**src/rtl/mips_isa_pkg.sv**
```systemverilog
// MIPS ISA constants, ALU codes and the combinational instruction decoder
// shared by the decode/issue stage and its bench.
package mips_isa_pkg;

  localparam int unsigned NREGS = 32;
  localparam int unsigned XLEN  = 32;
  localparam int unsigned REG_W = 5;

  localparam logic [REG_W-1:0] REG_RA = 5'd31;

  localparam logic [5:0] OP_RTYPE = 6'h00;
  localparam logic [5:0] OP_J     = 6'h02;
  localparam logic [5:0] OP_JAL   = 6'h03;
  localparam logic [5:0] OP_BEQ   = 6'h04;
  localparam logic [5:0] OP_BNE   = 6'h05;
  localparam logic [5:0] OP_ADDI  = 6'h08;
  localparam logic [5:0] OP_SLTI  = 6'h0A;
  localparam logic [5:0] OP_ANDI  = 6'h0C;
  localparam logic [5:0] OP_ORI   = 6'h0D;
  localparam logic [5:0] OP_LW    = 6'h23;
  localparam logic [5:0] OP_SW    = 6'h2B;

  localparam logic [5:0] FN_ADD = 6'h20;
  localparam logic [5:0] FN_SUB = 6'h22;
  localparam logic [5:0] FN_AND = 6'h24;
  localparam logic [5:0] FN_OR  = 6'h25;
  localparam logic [5:0] FN_XOR = 6'h26;
  localparam logic [5:0] FN_SLT = 6'h2A;

  typedef enum logic [2:0] {
    ALU_ADD = 3'd0,
    ALU_SUB = 3'd1,
    ALU_AND = 3'd2,
    ALU_OR  = 3'd3,
    ALU_XOR = 3'd4,
    ALU_SLT = 3'd5
  } aluOp_e;

  typedef struct packed {
    logic [REG_W-1:0] rr1;
    logic [REG_W-1:0] rr2;
    logic [REG_W-1:0] wr;
    logic             regWrite;
    aluOp_e           aluOp;
    logic [XLEN-1:0]  imm;
    logic             illegal;
  } decoded_t;

  function automatic decoded_t decode(input logic [XLEN-1:0] instr);
    decoded_t d;
    logic [5:0] op;
    logic [5:0] fn;
    op         = instr[31:26];
    fn         = instr[5:0];
    d.rr1      = instr[25:21];
    d.rr2      = instr[20:16];
    d.wr       = instr[20:16];
    d.regWrite = 1'b0;
    d.aluOp    = ALU_ADD;
    d.imm      = {{16{instr[15]}}, instr[15:0]};
    d.illegal  = 1'b0;
    case (op)
      OP_RTYPE: begin
        d.wr       = instr[15:11];
        d.regWrite = 1'b1;
        case (fn)
          FN_ADD:  d.aluOp = ALU_ADD;
          FN_SUB:  d.aluOp = ALU_SUB;
          FN_AND:  d.aluOp = ALU_AND;
          FN_OR:   d.aluOp = ALU_OR;
          FN_XOR:  d.aluOp = ALU_XOR;
          FN_SLT:  d.aluOp = ALU_SLT;
          default: begin
            d.illegal  = 1'b1;
            d.regWrite = 1'b0;
          end
        endcase
      end
      OP_ADDI: d.regWrite = 1'b1;
      OP_SLTI: begin
        d.regWrite = 1'b1;
        d.aluOp    = ALU_SLT;
      end
      OP_ANDI: begin
        d.regWrite = 1'b1;
        d.aluOp    = ALU_AND;
        d.imm      = {16'h0000, instr[15:0]};
      end
      OP_ORI: begin
        d.regWrite = 1'b1;
        d.aluOp    = ALU_OR;
        d.imm      = {16'h0000, instr[15:0]};
      end
      OP_LW:          d.regWrite = 1'b1;
      OP_SW:          d.regWrite = 1'b0;
      OP_BEQ, OP_BNE: d.aluOp    = ALU_SUB;
      OP_J:           d.regWrite = 1'b0;
      OP_JAL: begin
        d.wr       = REG_RA;
        d.regWrite = 1'b1;
      end
      default: d.illegal = 1'b1;
    endcase
    return d;
  endfunction

  // rs is always a source; rt only for formats that read it
  function automatic logic usesRt(input logic [5:0] op);
    return (op == OP_RTYPE) || (op == OP_BEQ) || (op == OP_BNE) || (op == OP_SW);
  endfunction

endpackage

```
**src/rtl/decode_issue_stage_if.sv**
```systemverilog
// Fetch handshake, decoded-issue bus and writeback port of the decode/issue stage.
interface decode_issue_stage_if;
  import mips_isa_pkg::*;

  logic             in_valid;
  logic             in_ready;
  logic [XLEN-1:0]  in_instr;
  logic             out_valid;
  logic             out_ready;
  logic [REG_W-1:0] ReadRegister1;
  logic [REG_W-1:0] ReadRegister2;
  logic [REG_W-1:0] WriteRegister;
  logic             RegWrite;
  logic [2:0]       out_alu_op;
  logic [XLEN-1:0]  out_imm;
  logic             out_illegal;
  logic             wb_valid;
  logic [REG_W-1:0] wb_reg;

  modport master (
    output in_valid, in_instr, out_ready, wb_valid, wb_reg,
    input  in_ready, out_valid, ReadRegister1, ReadRegister2, WriteRegister,
           RegWrite, out_alu_op, out_imm, out_illegal
  );

  modport slave (
    input  in_valid, in_instr, out_ready, wb_valid, wb_reg,
    output in_ready, out_valid, ReadRegister1, ReadRegister2, WriteRegister,
           RegWrite, out_alu_op, out_imm, out_illegal
  );
endinterface

```
**src/rtl/regfile_scoreboard.sv**
```systemverilog
// Per-register busy bits: set on issue of a writer, cleared on writeback.
module regfile_scoreboard
  import mips_isa_pkg::*;
(
  input  logic             clk,
  input  logic             reset,
  input  logic             setValid,
  input  logic [REG_W-1:0] setReg,
  input  logic             clrValid,
  input  logic [REG_W-1:0] clrReg,
  input  logic [REG_W-1:0] q1Reg,
  output logic             q1Busy,
  input  logic [REG_W-1:0] q2Reg,
  output logic             q2Busy
);

  logic [NREGS-1:0] busy;
  logic [NREGS-1:0] busyNext;

  // set applied after clear: a newer writer to the same register stays pending
  always_comb begin
    busyNext = busy;
    if (clrValid) busyNext[clrReg] = 1'b0;
    if (setValid && (setReg != '0)) busyNext[setReg] = 1'b1;
  end

  always_ff @(posedge clk) begin
    if (reset) busy <= '0;
    else       busy <= busyNext;
  end

  assign q1Busy = busy[q1Reg];
  assign q2Busy = busy[q2Reg];

endmodule

```
**src/rtl/decode_issue_stage.sv**
```systemverilog
// Decode/issue stage: one-entry output register, RAW hazard stall against the
// busy scoreboard and the held (not yet issued) entry.
module decode_issue_stage
  import mips_isa_pkg::*;
(
  input logic                 clk,
  input logic                 reset,
  decode_issue_stage_if.slave bus
);

  decoded_t         dec;
  decoded_t         held;
  logic             outValid;
  logic [REG_W-1:0] rs;
  logic [REG_W-1:0] rt;
  logic             q1Busy;
  logic             q2Busy;
  logic             hz1;
  logic             hz2;
  logic             inReady;
  logic             accept;
  logic             issue;

  assign rs = bus.in_instr[25:21];
  assign rt = bus.in_instr[20:16];

  always_comb dec = decode(bus.in_instr);

  regfile_scoreboard scoreboard (
    .clk      (clk),
    .reset    (reset),
    .setValid (issue & held.regWrite),
    .setReg   (held.wr),
    .clrValid (bus.wb_valid),
    .clrReg   (bus.wb_reg),
    .q1Reg    (rs),
    .q1Busy   (q1Busy),
    .q2Reg    (rt),
    .q2Busy   (q2Busy)
  );

  // the held entry is not in the scoreboard until it issues, so check it directly
  always_comb begin
    hz1 = (rs != '0) && (q1Busy || (outValid && held.regWrite && (held.wr == rs)));
    hz2 = usesRt(bus.in_instr[31:26]) && (rt != '0) &&
          (q2Busy || (outValid && held.regWrite && (held.wr == rt)));
  end

  assign inReady = !reset && (!outValid || bus.out_ready) && !(hz1 || hz2);
  assign accept  = bus.in_valid && inReady;
  assign issue   = outValid && bus.out_ready;

  always_ff @(posedge clk) begin
    if (reset) begin
      outValid <= 1'b0;
      held     <= '0;
    end else if (accept) begin
      outValid <= 1'b1;
      held     <= dec;
    end else if (issue) begin
      outValid <= 1'b0;
    end
  end

  assign bus.in_ready      = inReady;
  assign bus.out_valid     = outValid;
  assign bus.ReadRegister1 = held.rr1;
  assign bus.ReadRegister2 = held.rr2;
  assign bus.WriteRegister = held.wr;
  assign bus.RegWrite      = held.regWrite;
  assign bus.out_alu_op    = held.aluOp;
  assign bus.out_imm       = held.imm;
  assign bus.out_illegal   = held.illegal;

endmodule

```
**src/flat_wrapper.sv**
```systemverilog
// flat-port wrapper written by rule: the top's interface ports become plain ports
module decode_issue_stage_flat import mips_isa_pkg::*;
  (clk, reset, bus_in_valid, bus_in_instr, bus_out_ready, bus_wb_valid, bus_wb_reg, bus_in_ready, bus_out_valid, bus_ReadRegister1, bus_ReadRegister2, bus_WriteRegister, bus_RegWrite, bus_out_alu_op, bus_out_imm, bus_out_illegal);
  decode_issue_stage_if bus_i ();
  input logic clk;
  input logic reset;
  input wire logic [$bits(bus_i.in_valid)-1:0] bus_in_valid;
  input wire logic [$bits(bus_i.in_instr)-1:0] bus_in_instr;
  input wire logic [$bits(bus_i.out_ready)-1:0] bus_out_ready;
  input wire logic [$bits(bus_i.wb_valid)-1:0] bus_wb_valid;
  input wire logic [$bits(bus_i.wb_reg)-1:0] bus_wb_reg;
  output wire logic [$bits(bus_i.in_ready)-1:0] bus_in_ready;
  output wire logic [$bits(bus_i.out_valid)-1:0] bus_out_valid;
  output wire logic [$bits(bus_i.ReadRegister1)-1:0] bus_ReadRegister1;
  output wire logic [$bits(bus_i.ReadRegister2)-1:0] bus_ReadRegister2;
  output wire logic [$bits(bus_i.WriteRegister)-1:0] bus_WriteRegister;
  output wire logic [$bits(bus_i.RegWrite)-1:0] bus_RegWrite;
  output wire logic [$bits(bus_i.out_alu_op)-1:0] bus_out_alu_op;
  output wire logic [$bits(bus_i.out_imm)-1:0] bus_out_imm;
  output wire logic [$bits(bus_i.out_illegal)-1:0] bus_out_illegal;
  assign bus_i.in_valid = bus_in_valid;
  assign bus_i.in_instr = bus_in_instr;
  assign bus_i.out_ready = bus_out_ready;
  assign bus_i.wb_valid = bus_wb_valid;
  assign bus_i.wb_reg = bus_wb_reg;
  assign bus_in_ready = bus_i.in_ready;
  assign bus_out_valid = bus_i.out_valid;
  assign bus_ReadRegister1 = bus_i.ReadRegister1;
  assign bus_ReadRegister2 = bus_i.ReadRegister2;
  assign bus_WriteRegister = bus_i.WriteRegister;
  assign bus_RegWrite = bus_i.RegWrite;
  assign bus_out_alu_op = bus_i.out_alu_op;
  assign bus_out_imm = bus_i.out_imm;
  assign bus_out_illegal = bus_i.out_illegal;
  decode_issue_stage u_core (.clk(clk), .reset(reset), .bus(bus_i));
endmodule
```
**config.mk**
```make
export PLATFORM = sky130hd
export DESIGN_NAME = decode_issue_stage_flat
export DESIGN_NICKNAME = d
export VERILOG_FILES = /design/src/rtl/mips_isa_pkg.sv /design/src/rtl/decode_issue_stage_if.sv /design/src/rtl/regfile_scoreboard.sv /design/src/rtl/decode_issue_stage.sv /design/src/flat_wrapper.sv
export SDC_FILE = /design/constraint.sdc
export NUM_CORES = 1
export LEC_CHECK = 0
export CAP_MARGIN = 20
export CORE_UTILIZATION = 45
export DETAILED_ROUTE_END_ITERATION = 6
export PLACE_DENSITY = 0.85
export SLEW_MARGIN = 20
export SYNTH_ARGS = -nofsm -noshare
export SYNTH_HDL_FRONTEND = slang
export SYNTH_SLANG_ARGS = --single-unit
```
**constraint.sdc**
```tcl
create_clock -name clk -period 2.3 [get_ports clk]
set_clock_uncertainty 0.05 [all_clocks]
set_input_delay 0.345 -clock clk [delete_from_list [all_inputs] [get_ports clk]]
set_output_delay 0.345 -clock clk [all_outputs]
set_load 0.02 [all_outputs]
```
After elaboration in Yosys (flattened, before gate mapping) --
Index checks and enable logic that the tools add are counted. Widths: inputs -> output; s select.
Word-level totals: bits in writable memories 0, output and inout bits 54, memory bits (read-only) 0, memories kept 0, bits in latches 0, word-level logic and storage cells 90, flip-flop bits (word level) 85, input bits 42
Operators by class: order comparisons 6, $add $sub $neg 0, eq/ne operators 18, reductions and logical operators 33, shifts and indexed selects 0, bitwise operators 4, divide/modulo/power cells 0, muxes and demuxes 20, $mul 0
Operator list (count):
- $mux 32 | 3
- $eq 6x6->1 const B | 8
- $and 32x32->32 | 1
- $not 32->32 | 1
- $or 32x32->32 | 1
- $pmux 3 s5 | 2
- $eq 6x4->1 const B | 4
- $lt 5x6->1 const B | 4
- $reduce_bool 5->1 | 3
- $logic_and 1x1->1 | 13
- $eq 6x2->1 const B | 2
- $eq 6x3->1 const B | 2
- $reduce_or 6->1 | 2
- $bmux 1 s5 | 2
- $demux 1 s5 | 2
- $eq 5x5->1 | 2
- $ge 5x1->1 const B | 2
- $pmux 5 s2 | 1
- $reduce_or 10->1 | 1
- $mux 1 | 8
- $logic_or 1x1->1 | 7
- $logic_not 6->1 | 1
- $pmux 1 s2 | 2
- $reduce_or 2->1 | 2
- 3 further kinds | 5

Depth between registers and ports, before layout --
Gate-level depths: netlist of the first run.
depth in word-level cells 11, gate-level depth with buffers 10, gate-level depth less buffers 6

Modules after synthesis --
Synthesis of the first run repeated with hierarchy kept, for this count alone.
Second synthesis, totals: cell total of the unflattened synthesis 492, area, all modules 3928.8 µm²
By module, submodules not included:
- decode_issue_stage | sequential area each 760.7 µm², times used 1, cells each 250, area each 1999.4 µm²
- regfile_scoreboard | sequential area each 640.6 µm², times used 1, cells each 242, area each 1929.4 µm²

Least setup slack after synthesis of the first run --
No wires, ideal clock.
path kind input-to-reg, start in bus_in_instr[16], end reg u_core.held, in the netlist u_core.bus.WriteRegister[0], path slack -0.018 ns, buffers on the path 2, stages on the path 8, library setup time 0.123 ns, arrival 2.145 ns, data required time 2.127 ns, path through buf_4 > mux4_2 > a22oi_1 > and4_1 > a221oi_2 > a211oi_2 > buf_6 > mux2_1
Between the ends: longest elaborated chain between the ends 8, elaborated cells on any way between the ends 13, classes of those cells eq/ne: 1; mux: 3; reduce/logical: 9
Ends and longest elaborated chain:
- start: declaration | RTL line flat_wrapper.sv:8 | input wire logic [$bits(bus_i.in_instr)-1:0] bus_in_instr;
- $bmux 1 s5 or $eq 5x5->1 (tied branches) | RTL line regfile_scoreboard.sv:33, decode_issue_stage.sv:46
- $mux 1 (implied by the code) or $logic_and 1x1->1 (tied branches) | RTL line regfile_scoreboard.sv:33, decode_issue_stage.sv:46
- $logic_or 1x1->1 | RTL line decode_issue_stage.sv:46 | (q2Busy || (outValid && held.regWrite && (held.wr == rt)));
- $logic_and 1x1->1 | RTL line decode_issue_stage.sv:45 | hz2 = usesRt(bus.in_instr[31:26]) && (rt != '0) &&
- $logic_or 1x1->1 | RTL line decode_issue_stage.sv:49 | assign inReady = !reset && (!outValid || bus.out_ready) && !(hz1 || hz2);
- $logic_not 1->1 | RTL line decode_issue_stage.sv:49
- $logic_and 1x1->1 | RTL line decode_issue_stage.sv:49
- $logic_and 1x1->1 | RTL line decode_issue_stage.sv:50 | assign accept = bus.in_valid && inReady;
- end signal: assignment | RTL line decode_issue_stage.sv:56 | held <= '0;
- end signal: assignment | RTL line decode_issue_stage.sv:59 | held <= dec;
- end: declaration | RTL line decode_issue_stage.sv:12 | decoded_t held;
Several ways; a longest one is shown, not always the timed one. The select of a mux whose other input is x is not followed. A chain may end at the register's enable or synchronous reset.

Worst setup path in the final report of the first run --
start in bus_in_instr[23], end reg u_core.held, in the netlist u_core.bus.WriteRegister[1]
Between the ends: longest elaborated chain between the ends 8, elaborated cells on any way between the ends 11, classes of those cells eq/ne: 1; mux: 2; reduce/logical: 8
Ends and longest elaborated chain:
- $bmux 1 s5 or $eq 5x5->1 (tied branches) | RTL line regfile_scoreboard.sv:32, decode_issue_stage.sv:44
- $mux 1 (implied by the code) or $logic_and 1x1->1 (tied branches) | RTL line regfile_scoreboard.sv:32, decode_issue_stage.sv:44
- $logic_or 1x1->1 | RTL line decode_issue_stage.sv:44 | hz1 = (rs != '0) && (q1Busy || (outValid && held.regWrite && (held.wr == rs)));
- $logic_and 1x1->1 * | RTL line decode_issue_stage.sv:44
- $logic_or 1x1->1 * | RTL line decode_issue_stage.sv:49
- $logic_not 1->1 * | RTL line decode_issue_stage.sv:49
- $logic_and 1x1->1 * | RTL line decode_issue_stage.sv:49
- $logic_and 1x1->1 * | RTL line decode_issue_stage.sv:50
Every way passes the cells marked *; elsewhere a longest branch is shown, timed or not. The select of a mux whose other input is x is not followed.

==> impl_metrics.env, run 1 <==
export IMPL_critical_path_max_stage_delay_ns=0.31
export IMPL_syn_to_final_growth_pct=47.1
export IMPL_crit_path_start_kind="input port"
export IMPL_rsz0062_at_grt="yes"
export IMPL_std_cell_rows=34
export IMPL_clock_latency_ns=0.36
export IMPL_overflow=0
export IMPL_tightest_slew_ns=0.574
export IMPL_worst_endpoint_required_ns=2.49
export IMPL_finalHoldViolCount=0
export IMPL_async_reset_ff_frac=0
export IMPL_p_per_area_nw_per_um2=520
export IMPL_avgSynthCellArea_sq_um=8.34
export IMPL_gp_congestion=0.981
export IMPL_first_iter_violations=236
export IMPL_netlist_top_cells_area="dfxtp_1 35%, mux2i_1 9.9%, nand2_1 9.7%"
export IMPL_ant_nets=0
export IMPL_worst_slack_ns=-0.172
export IMPL_slew_violations=0
export IMPL_dieHeight_microns=96.7
export IMPL_die_area_sq_um=9350
export IMPL_clock_sinks=70
export IMPL_antenna_cells=0
export IMPL_cts_tree="yes"
export IMPL_grt_pass1_vias=4313
export IMPL_ys_seq_area_frac=0.347
export IMPL_worst_setup_path_type="input port to flip-flop"
export IMPL_fp_dieW_microns=96.7
export IMPL_port_buffer_count=95
export IMPL_clock_fmax_mhz=405
export IMPL_violations="setup timing"
export IMPL_ys_ff_latch=70
export IMPL_vias_per_cell=5.82
export IMPL_fillers=674
export IMPL_clockRootBuffer="clkbuf_8"
export IMPL_cts_buffers=9
export IMPL_route_vias_total=4282
export IMPL_vdd_drop_max_mv=0.355
export IMPL_cp_max_fo=11
export IMPL_dp_slack_ns=-0.900
export IMPL_io_pins=96
export IMPL_yosys_area_top_type_share=0.347
export IMPL_clkTransAtPathRegs_ns=0.07
export IMPL_synth_area_sq_um=4040
export IMPL_syn_inst=484
export IMPL_regArea_sq_um=1410
export IMPL_worst_ep_arrival_time_ns=2.66
export IMPL_cp_top_family="buffers and inverters"
export IMPL_core_area_sq_um=8720
export IMPL_grt_util_all_layers=0.284
export IMPL_maxCapViolCount=0
export IMPL_yosysMostFrequentCell="nand2_1"
export IMPL_dp_hpwl_microns=9080
export IMPL_clockBufferDepth=2
export IMPL_ys_top_cells_by_count="104 x nand2_1, 70 x dfxtp_1, 40 x mux2i_1"
export IMPL_hp_class="flip-flop to flip-flop"
export IMPL_reg2reg_slack_ns=-0.12
export IMPL_detail_route_drc_violations=0
export IMPL_cp_slowest_cell="clkdlybuf4s15_1"
export IMPL_yosysTopAreaCell="dfxtp_1"
export IMPL_routed_wl_microns=13100
export IMPL_status="complete, but fails checks"
export IMPL_cp_num_buf_inv=6
export IMPL_yosysWarnings=0
export IMPL_drt_pass1_iter_count=5
export IMPL_utilization=0.681
export IMPL_setup_violations=37
export IMPL_nNetsFinal=665
export IMPL_wl_per_cell_microns=17.7
export IMPL_drive_gt1_frac=0.231
export IMPL_initial_core_util=0.463
export IMPL_finalPower_mw=3.09
export IMPL_slew_headroom=0.617
export IMPL_power_leakage_nw=2.28
export IMPL_antenna_found_initial=0
export IMPL_ys_types=47
export IMPL_synth_ff_type="dfxtp_1"
export IMPL_ctsHtreeMaxLevel=3
export IMPL_min_period_ns=2.47
export IMPL_grt_max_degree=59
export IMPL_grt_pass1_wl_microns=21200
export IMPL_fin_setup_tns_ns=-4.39
export IMPL_cp_end_kind="flip-flop"
export IMPL_synth_net_count=526
export IMPL_cp_cell_sequence="clkdlybuf4s15_1 > buf_6 > mux2i_1 > a31oi_1 > nand4_1 > o211ai_1 > buf_4 > buf_4 > a211oi_4 > buf_6 > buf_12 > mux2_4"
export IMPL_synth_edf_count=0
export IMPL_multiInputGateArea_sq_um=2460
export IMPL_period_share=1.07
[worst reg2reg max path, delay by kind of cell, from the launching register on]
kind | cells | cell delay, ns
flops | 1 | 0.33
simple gates | 2 | 0.31
buf+inv | 3 | 0.48
mux | 2 | 0.76
compound gates | 2 | 0.37
[stage by stage]
step	hold WS [ns]	cell area, sq um	std cells
floorplan	0.402	4040	484
global placement	0.392	5350	706
detailed placement	0.395	5350	706
CTS	0.413	5840	733
global route	0.429	5940	736
finish	0.411	5940	736
[flip-flops by register name (all words and copies together) (netlist names)]
| signal | cells |
|---|---|
| u_core.scoreboard.busy | 32 |
| u_core.bus.ReadRegister1 | 5 |
| u_core.bus.WriteRegister | 5 |
| u_core.bus.RegWrite | 1 |
| u_core.bus.out_valid | 1 |
| u_core.bus.out_imm | 17 |
| u_core.bus.ReadRegister2 | 5 |
| u_core.bus.out_illegal | 1 |
| u_core.bus.out_alu_op | 3 |
[final timing paths]
path	from	to	cells past startpoint
worst min register to register	u_core.bus.ReadRegister1[1]	u_core.bus.ReadRegister1[1]	2
worst min-delay path	u_core.bus.ReadRegister1[1]	u_core.bus.ReadRegister1[1]	2
worst max-delay path	bus_in_instr[23]	u_core.bus.WriteRegister[1]	12
worst max register to register	u_core.scoreboard.busy[7]	u_core.bus.WriteRegister[1]	9
[cell usage in the layout (no fill, tap or decap), types with 3 or more instances in the layout]
| cell type | n |
|---|---|
| a31oi_1 | 8 |
| nand2_1 | 104 |
| nor2_1 | 18 |
| nor2b_1 | 14 |
| dlygate4sd2_1 | 4 |
| inv_1 | 4 |
| buf_12 | 3 |
| dfxtp_1 | 65 |
| dfxtp_2 | 3 |
| mux2_4 | 7 |
| xor2_2 | 3 |
| o22ai_1 | 3 |
| nor3_1 | 8 |
| nand3b_1 | 7 |
| or3b_2 | 3 |
| a21oi_1 | 35 |
| nand2b_1 | 5 |
| mux4_2 | 11 |
| mux2i_1 | 38 |
| xnor2_1 | 3 |
| clkdlybuf4s50_1 | 84 |
| xor2_1 | 5 |
| nand4_1 | 5 |
| buf_16 | 3 |
| nor3b_1 | 5 |
| clkbuf_8 | 10 |
| buf_6 | 9 |
| o21ai_0 | 32 |
| buf_4 | 64 |
| and3_1 | 5 |
| nand3_1 | 11 |
[cell type report]
class	count	area share
clock buffer	10	0.0232
clock inverter	6	0.0143
inverter	5	0.00316
multi-input combinational	362	0.414
sequential	70	0.238
tap	108	0.0228
timing repair buffer	175	0.285
[power breakdown]
part           switching (mW)  total, mW  internal (mW)
registers              0.0267       1.27           1.25
clock network           0.485       1.12          0.636
logic                   0.339      0.693          0.354
[repair_timing]
| item | CTS | global route |
|---|---|---|
| setup endpoints to repair | 39 | 39 |
| gates cloned | 3 | 1 |
| hold buffers | 0 | 0 |
| pin swaps | 12 | 10 |
| gates resized for setup | 54 | 20 |
| buffers inserted | 8 | 2 |
[routing by layer]
layer,track usage,routed length (microns)
met1,0.326,5220
met2,0.486,6340
met3,0.0715,938
met4,0.144,560
met5,0,0
[cells by family (layout without fill, tap and decap cells)]
logic type,after synthesis,count (layout),share of synthesized area
simple gates,196,196,0.229
compound gates,94,94,0.135
xor+xnor,11,11,0.0239
buf+inv,52,196,0.0763
mux,61,61,0.188
flops,70,70,0.347
(Power assumes the default switching activity.)
==> run 2: changes to the inputs <==
--- a/config.mk
+++ b/config.mk
@@ -5,10 +5,12 @@
 export SDC_FILE = /design/constraint.sdc
 export NUM_CORES = 1
 export LEC_CHECK = 0
+export ABC_AREA = 1
 export CAP_MARGIN = 20
-export CORE_UTILIZATION = 45
+export CORE_UTILIZATION = 46
 export DETAILED_ROUTE_END_ITERATION = 6
-export PLACE_DENSITY = 0.85
+export PLACE_DENSITY = 0.86
+export SKIP_CTS_REPAIR_TIMING = 1
 export SLEW_MARGIN = 20
 export SYNTH_ARGS = -nofsm -noshare
 export SYNTH_HDL_FRONTEND = slang
==> run 2 against run 1 <==
  * The flow finishes with violations (DRC)
  * Sequential share of layout area is 0.67 points higher
  * Count of clock-buffer cells in the layout stayed put
  * Via count is 17% higher
  * Register-to-register slack better by 0.35 ns
  * First-iteration DRC count is 94% higher
  * Non-clock buffer count is 26 lower
  * Largest power group unchanged
  * Hold slack better by 0.018 ns
==> impl_metrics.env, run 2 <==
export IMPL_status="complete, but fails checks"
export IMPL_violations="DRC"
export IMPL_core_area_sq_um=8810
export IMPL_io_pins=96
export IMPL_grt_util_all_layers=0.293
export IMPL_p_per_area_nw_per_um2=583
export IMPL_setup_worst_path_start="bus_in_instr[31]"
export IMPL_finalHoldViolCount=0
export IMPL_crit_path_start_kind="input port"
export IMPL_worst_ep_arrival_time_ns=1.84
export IMPL_ctsHtreeMaxLevel=3
export IMPL_largest_register="u_core.scoreboard.busy"
export IMPL_yosysWarnings=0
export IMPL_synth_net_count=706
export IMPL_vias_per_cell=5.64
export IMPL_instances_no_fill=887
export IMPL_clock_sinks=70
export IMPL_first_iter_violations=459
export IMPL_slew_violations=0
export IMPL_vdd_drop_max_mv=0.531
export IMPL_ant_nets=0
export IMPL_power_leakage_nw=2.51
export IMPL_maxCapViolCount=0
export IMPL_drt_pass1_iter_count=7
export IMPL_tightest_slew_ns=0.654
export IMPL_dp_cells=870
export IMPL_synth_area_sq_um=4240
export IMPL_slew_headroom=0.561
export IMPL_final_cell_mix="132 x nand2_1, 94 x nor2_1, 86 x clkdlybuf4s50_1, 67 x inv_1, 67 x dfxtp_1"
export IMPL_synth_ff_type="dfxtp_1"
export IMPL_netlist_top_cells_area="dfxtp_1 33%, nand2_1 12%, nor2_1 8.7%"
export IMPL_placed_cell_area_sq_um=5430
export IMPL_min_period_ns=2.24
export IMPL_timing_rr_start="u_core.scoreboard.busy[19]"
export IMPL_worst_setup_path_type="input port to primary output"
export IMPL_cts_buffers=9
export IMPL_cts_tree="yes"
export IMPL_grt_pass1_vias=4714
export IMPL_final_cell_area_sq_um=5740
export IMPL_async_reset_ff_frac=0
export IMPL_ys_seq_area_frac=0.330
export IMPL_ys_types=30
export IMPL_largest_reg_flops=32
export IMPL_drive_gt1_frac=0.121
export IMPL_nNetsFinal=816
export IMPL_overflow=0
export IMPL_clkTransAtPathRegs_ns=0.08
export IMPL_dp_hpwl_microns=10400
export IMPL_antenna_found_initial=0
export IMPL_worst_endpoint_required_ns=1.90
export IMPL_grt_pass1_wl_microns=22700
export IMPL_finalPower_mw=3.35
export IMPL_antenna_cells=0
export IMPL_clockBufferDepth=2
export IMPL_yosysMostFrequentCell="nand2_1"
export IMPL_yosysTopAreaCell="dfxtp_1"
export IMPL_die_area_sq_um=9610
export IMPL_route_vias_total=5000
export IMPL_grt_max_degree=39
export IMPL_detail_route_drc_violations=10
export IMPL_ys_ff_latch=70
export IMPL_avgSynthCellArea_sq_um=6.39
export IMPL_syn_to_final_growth_pct=35.4
export IMPL_holdWs_ns=0.429
export IMPL_initial_core_util=0.482
export IMPL_ys_top_cells_by_count="134 x nand2_1, 98 x nor2_1, 72 x inv_1"
export IMPL_clock_fmax_mhz=447
export IMPL_port_buffer_count=95
export IMPL_hp_class="flip-flop to flip-flop"
export IMPL_yosys_area_top_type_share=0.330
export IMPL_syn_inst=664
export IMPL_gp_congestion=0.953
export IMPL_wl_per_cell_microns=15.9
export IMPL_period_share=0.972
export IMPL_cp_max_fo=2
export IMPL_clock_latency_ns=0.35
export IMPL_setup_violations=0
export IMPL_routed_wl_microns=14100
export IMPL_fin_setup_tns_ns=0
export IMPL_final_common_cell="nand2_1"
export IMPL_clockRootBuffer="clkbuf_8"
export IMPL_rsz0062_at_grt="yes"
export IMPL_dieHeight_microns=98.0
export IMPL_fp_dieW_microns=98.0
export IMPL_hold_start="u_core.bus.out_alu_op[0]"
export IMPL_synth_edf_count=0
export IMPL_std_cell_rows=34
export IMPL_cp_end_kind="primary output"
-- run 2: path summary, 6_finish.rpt --
path         cells past startpoint  slack (ns)                       end
max reg2reg                     15        0.23    u_core.bus.out_imm[11]
min reg2reg                      2        0.43  u_core.bus.out_alu_op[0]
max                             12        0.06              bus_in_ready
min                              2        0.43  u_core.bus.out_alu_op[0]
-- run 2: cells by family after synthesis --
family	after synthesis	share of synthesized area
simple gates	353	0.366
xor+xnor	3	0.00620
flops	70	0.330
compound gates	111	0.145
buf+inv	127	0.153
-- run 2: metrics by stage --
stage / util / worst slack (ns)
final: 0.652 / 0.0634
after global routing: 0.652 / -0.0449
after CTS: 0.645 / -0.596
after detailed placement: 0.616 / -0.589
after global placement: 0.616 / -0.594
after floorplan: - / 0.277
-- run 2: where the power goes --
| part | switching [mW] | internal [mW] | leakage [nW] |
|---|---|---|---|
| clock | 0.517 | 0.760 | 0.127 |
| sequential | 0.0350 | 1.26 | 0.571 |
| combinational | 0.431 | 0.342 | 1.82 |
| total | 0.984 | 2.36 | 2.51 |
-- run 2: per-layer routing --
metal / part of all wire / GRT usage
met5: 0 / 0
met4: 0.027 / 0.121
met3: 0.081 / 0.0351
met2: 0.45 / 0.472
met1: 0.44 / 0.397
-- run 2: worst max-delay path, cell delays in order --
cell and delay [ns]:
clkdlybuf4s50_1 0.45, nor2_2 0.16, nand2_1 0.11, nor2_2 0.14
nand2_2 0.08, nand3_2 0.09, o21ai_0 0.08, inv_1 0.07
nand2_2 0.06, nand2_1 0.06, inv_1 0.05, buf_4 0.15
-- run 2: area by class of cell --
class / instances / area [sq um]
fill: 779 / 3060
multi-input combinational: 467 / 2210
clock inverter: 6 / 116
timing repair buffer: 149 / 1450
clock buffer: 10 / 138
inverter: 77 / 290
tap: 108 / 135
sequential: 70 / 1410
==> run 3: changes to the inputs <==
--- a/config.mk
+++ b/config.mk
@@ -5,11 +5,13 @@
 export SDC_FILE = /design/constraint.sdc
 export NUM_CORES = 1
 export LEC_CHECK = 0
-export ABC_AREA = 1
 export CAP_MARGIN = 20
-export CORE_UTILIZATION = 46
+export CELL_PAD_IN_SITES_DETAIL_PLACEMENT = 2
+export CELL_PAD_IN_SITES_GLOBAL_PLACEMENT = 2
+export CORE_UTILIZATION = 27
+export CTS_BUF_LIST = sky130_fd_sc_hd__clkbuf_4
 export DETAILED_ROUTE_END_ITERATION = 6
-export PLACE_DENSITY = 0.86
+export PLACE_DENSITY = 0.87
 export SKIP_CTS_REPAIR_TIMING = 1
 export SLEW_MARGIN = 20
 export SYNTH_ARGS = -nofsm -noshare
==> run 3 against run 2 <==
  * The flow finishes with violations (setup timing)
  * Wire length up 31%
  * Sequential cell count unchanged
  * Clock power shrank 37%
  * Count of clock-buffer cells in the layout increased by 1
  * Worst setup slack got worse by 0.40 ns
  * Sequential share of layout area decreased by 0.99 points
==> impl_metrics.env, run 3 (synthesized netlist as in run 1, its figures left out) <==
export IMPL_grt_max_degree=59
export IMPL_worst_slack_ns=-0.339
export IMPL_gp_congestion=0.837
export IMPL_fp_dieW_microns=124
export IMPL_first_iter_violations=143
export IMPL_die_area_sq_um=15400
export IMPL_vdd_drop_max_mv=0.192
export IMPL_finalHoldViolCount=0
export IMPL_ant_nets=0
export IMPL_grt_pass1_vias=4945
export IMPL_grt_util_all_layers=0.229
export IMPL_clock_fmax_mhz=379
export IMPL_std_cell_rows=44
export IMPL_r2r_end="u_core.bus.out_alu_op[1]"
export IMPL_cp_num_cells=7
export IMPL_clock_latency_ns=0.48
export IMPL_antenna_found_initial=0
export IMPL_io_pins=96
export IMPL_initial_core_util=0.278
export IMPL_rsz0062_at_grt="yes"
export IMPL_antenna_cells=0
export IMPL_maxCapViolCount=0
export IMPL_cp_num_buf_inv=2
export IMPL_fillers=1600
export IMPL_clock_power_share=0.287
export IMPL_cp_top_family="compound AO/OA/AOI/OAI gates"
export IMPL_hp_class="input port to flip-flop"
export IMPL_timing_rr_start="u_core.bus.WriteRegister[0]"
export IMPL_cp_slowest_cell="a2111oi_2"
export IMPL_syn_to_final_growth_pct=49.2
export IMPL_ctsHtreeMaxLevel=3
export IMPL_clock_sinks=70
export IMPL_worst_ep_arrival_time_ns=2.24
export IMPL_drt_pass1_iter_count=4
export IMPL_final_cell_mix="104 x nand2_1, 87 x clkdlybuf4s50_1, 81 x buf_4, 60 x dfxtp_1, 36 x mux2i_1"
export IMPL_tightest_slew_ns=0.586
export IMPL_wl_per_cell_microns=22.3
export IMPL_drive_gt1_frac=0.246
export IMPL_period_share=1.15
export IMPL_final_cell_area_sq_um=6020
export IMPL_setup_violations=39
export IMPL_status="complete, but fails checks"
export IMPL_dieHeight_microns=124
export IMPL_p_switching_uw=868
export IMPL_clockRootBuffer="clkbuf_4"
export IMPL_route_vias_total=4391
export IMPL_cp_end_kind="primary output"
export IMPL_overflow=0
export IMPL_detail_route_drc_violations=0
export IMPL_crit_path_start_kind="flip-flop"
export IMPL_worst_setup_path_type="flip-flop to primary output"
export IMPL_vias_per_cell=5.31
export IMPL_grt_pass1_wl_microns=27200
export IMPL_slew_violations=0
export IMPL_ff2ff_path_depth=9
export IMPL_cp_max_fo=2
export IMPL_cts_tree="yes"
export IMPL_violations="setup timing"
export IMPL_p_int_mw=1.94
export IMPL_largest_register="u_core.scoreboard.busy"
export IMPL_placed_cell_area_sq_um=5570
export IMPL_power_leakage_nw=2.36
export IMPL_core_area_sq_um=14500
export IMPL_clkTransAtPathRegs_ns=0.13
export IMPL_cp_endpoint="bus_in_ready"
export IMPL_cp_cell_sequence="xnor2_1 > and3_1 > a2111oi_2 > nand4_1 > buf_4 > a21oi_4 > buf_6"
export IMPL_final_common_cell="nand2_1"
export IMPL_p_sw_frac=0.309
export IMPL_nNetsFinal=682
export IMPL_reg2reg_slack_ns=-0.29
export IMPL_min_period_ns=2.64
export IMPL_cts_buffers=9
export IMPL_setup_worst_path_start="u_core.bus.WriteRegister[0]"
export IMPL_p_comb_frac=0.260
export IMPL_seq_power_share=0.454
export IMPL_worst_endpoint_required_ns=1.90
export IMPL_dp_hpwl_microns=13600
export IMPL_holdWs_ns=0.278
export IMPL_port_buffer_count=95
export IMPL_slew_headroom=0.609
export IMPL_routed_wl_microns=18400
export IMPL_critical_path_max_stage_delay_ns=0.42
export IMPL_p_per_area_nw_per_um2=467
export IMPL_largest_reg_flops=32
export IMPL_clockBufferDepth=2
run 3: per-layer routing:
layer,global-route usage,vias up,routed length (microns)
met5,0,-,0
met4,0.118,0,635
met3,0.0408,45,821
met2,0.422,159,9710
met1,0.248,2187,7260
li1,-,2000,-
run 3: worst min-delay path by stage:
stage	start	to	slack (ns)	cells past startpoint
floorplan	u_core.scoreboard.busy[0]	u_core.scoreboard.busy[0]	0.40	1
global placement	u_core.bus.out_imm[5]	u_core.bus.out_imm[5]	0.39	2
detailed placement	u_core.bus.out_imm[10]	u_core.bus.out_imm[10]	0.41	2
CTS	bus_in_instr[10]	u_core.bus.out_imm[10]	0.37	3
global route	bus_in_instr[21]	u_core.bus.ReadRegister1[0]	0.29	4
finish	bus_in_instr[21]	u_core.bus.ReadRegister1[0]	0.28	4
run 3: metrics by stage:
stage | utilization | worst slack (ns) | TNS (ns) | std cells | power (mW)
finish | 0.414 | -0.339 | -8.95 | 827 | 2.81
global route | 0.414 | -0.389 | -11.10 | 827 | 2.93
CTS | 0.391 | -0.970 | -14.59 | 812 | 2.74
detailed placement | 0.383 | -0.972 | -33.55 | 798 | 1.95
global placement | 0.383 | -0.905 | -28.53 | 798 | 1.91
floorplan | - | 0.00932 | 0 | 484 | 1.61
run 3: area by class of cell:
class	instances	area, sq um	area share
clock buffers	11	82.6	0.0137
repair buffers	192	1810	0.301
multi-input cells	362	2420	0.403
well taps	184	230	0.0382
inverters	5	18.8	0.00312
clock inverters	3	37.5	0.00623
flip-flops and latches	70	1410	0.235
run 3: tightest hold or removal path: cells and delay by family:
family	cells	cell delay, ns
multiplexers	1	0.08
buffers and inverters	2	0.26
AND/OR/NAND/NOR	1	0.08
run 3: power by group through the flow:
| stage | combinational, mW | sequential (mW) | clock, mW |
|---|---|---|---|
| after CTS | 0.651 | 1.28 | 0.812 |
| after detailed placement | 0.646 | 1.30 | 0 |
| after floorplan | 0.275 | 1.34 | 0 |
| after global routing | 0.765 | 1.28 | 0.882 |
| after global placement | 0.613 | 1.30 | 0 |
| final | 0.730 | 1.28 | 0.806 |
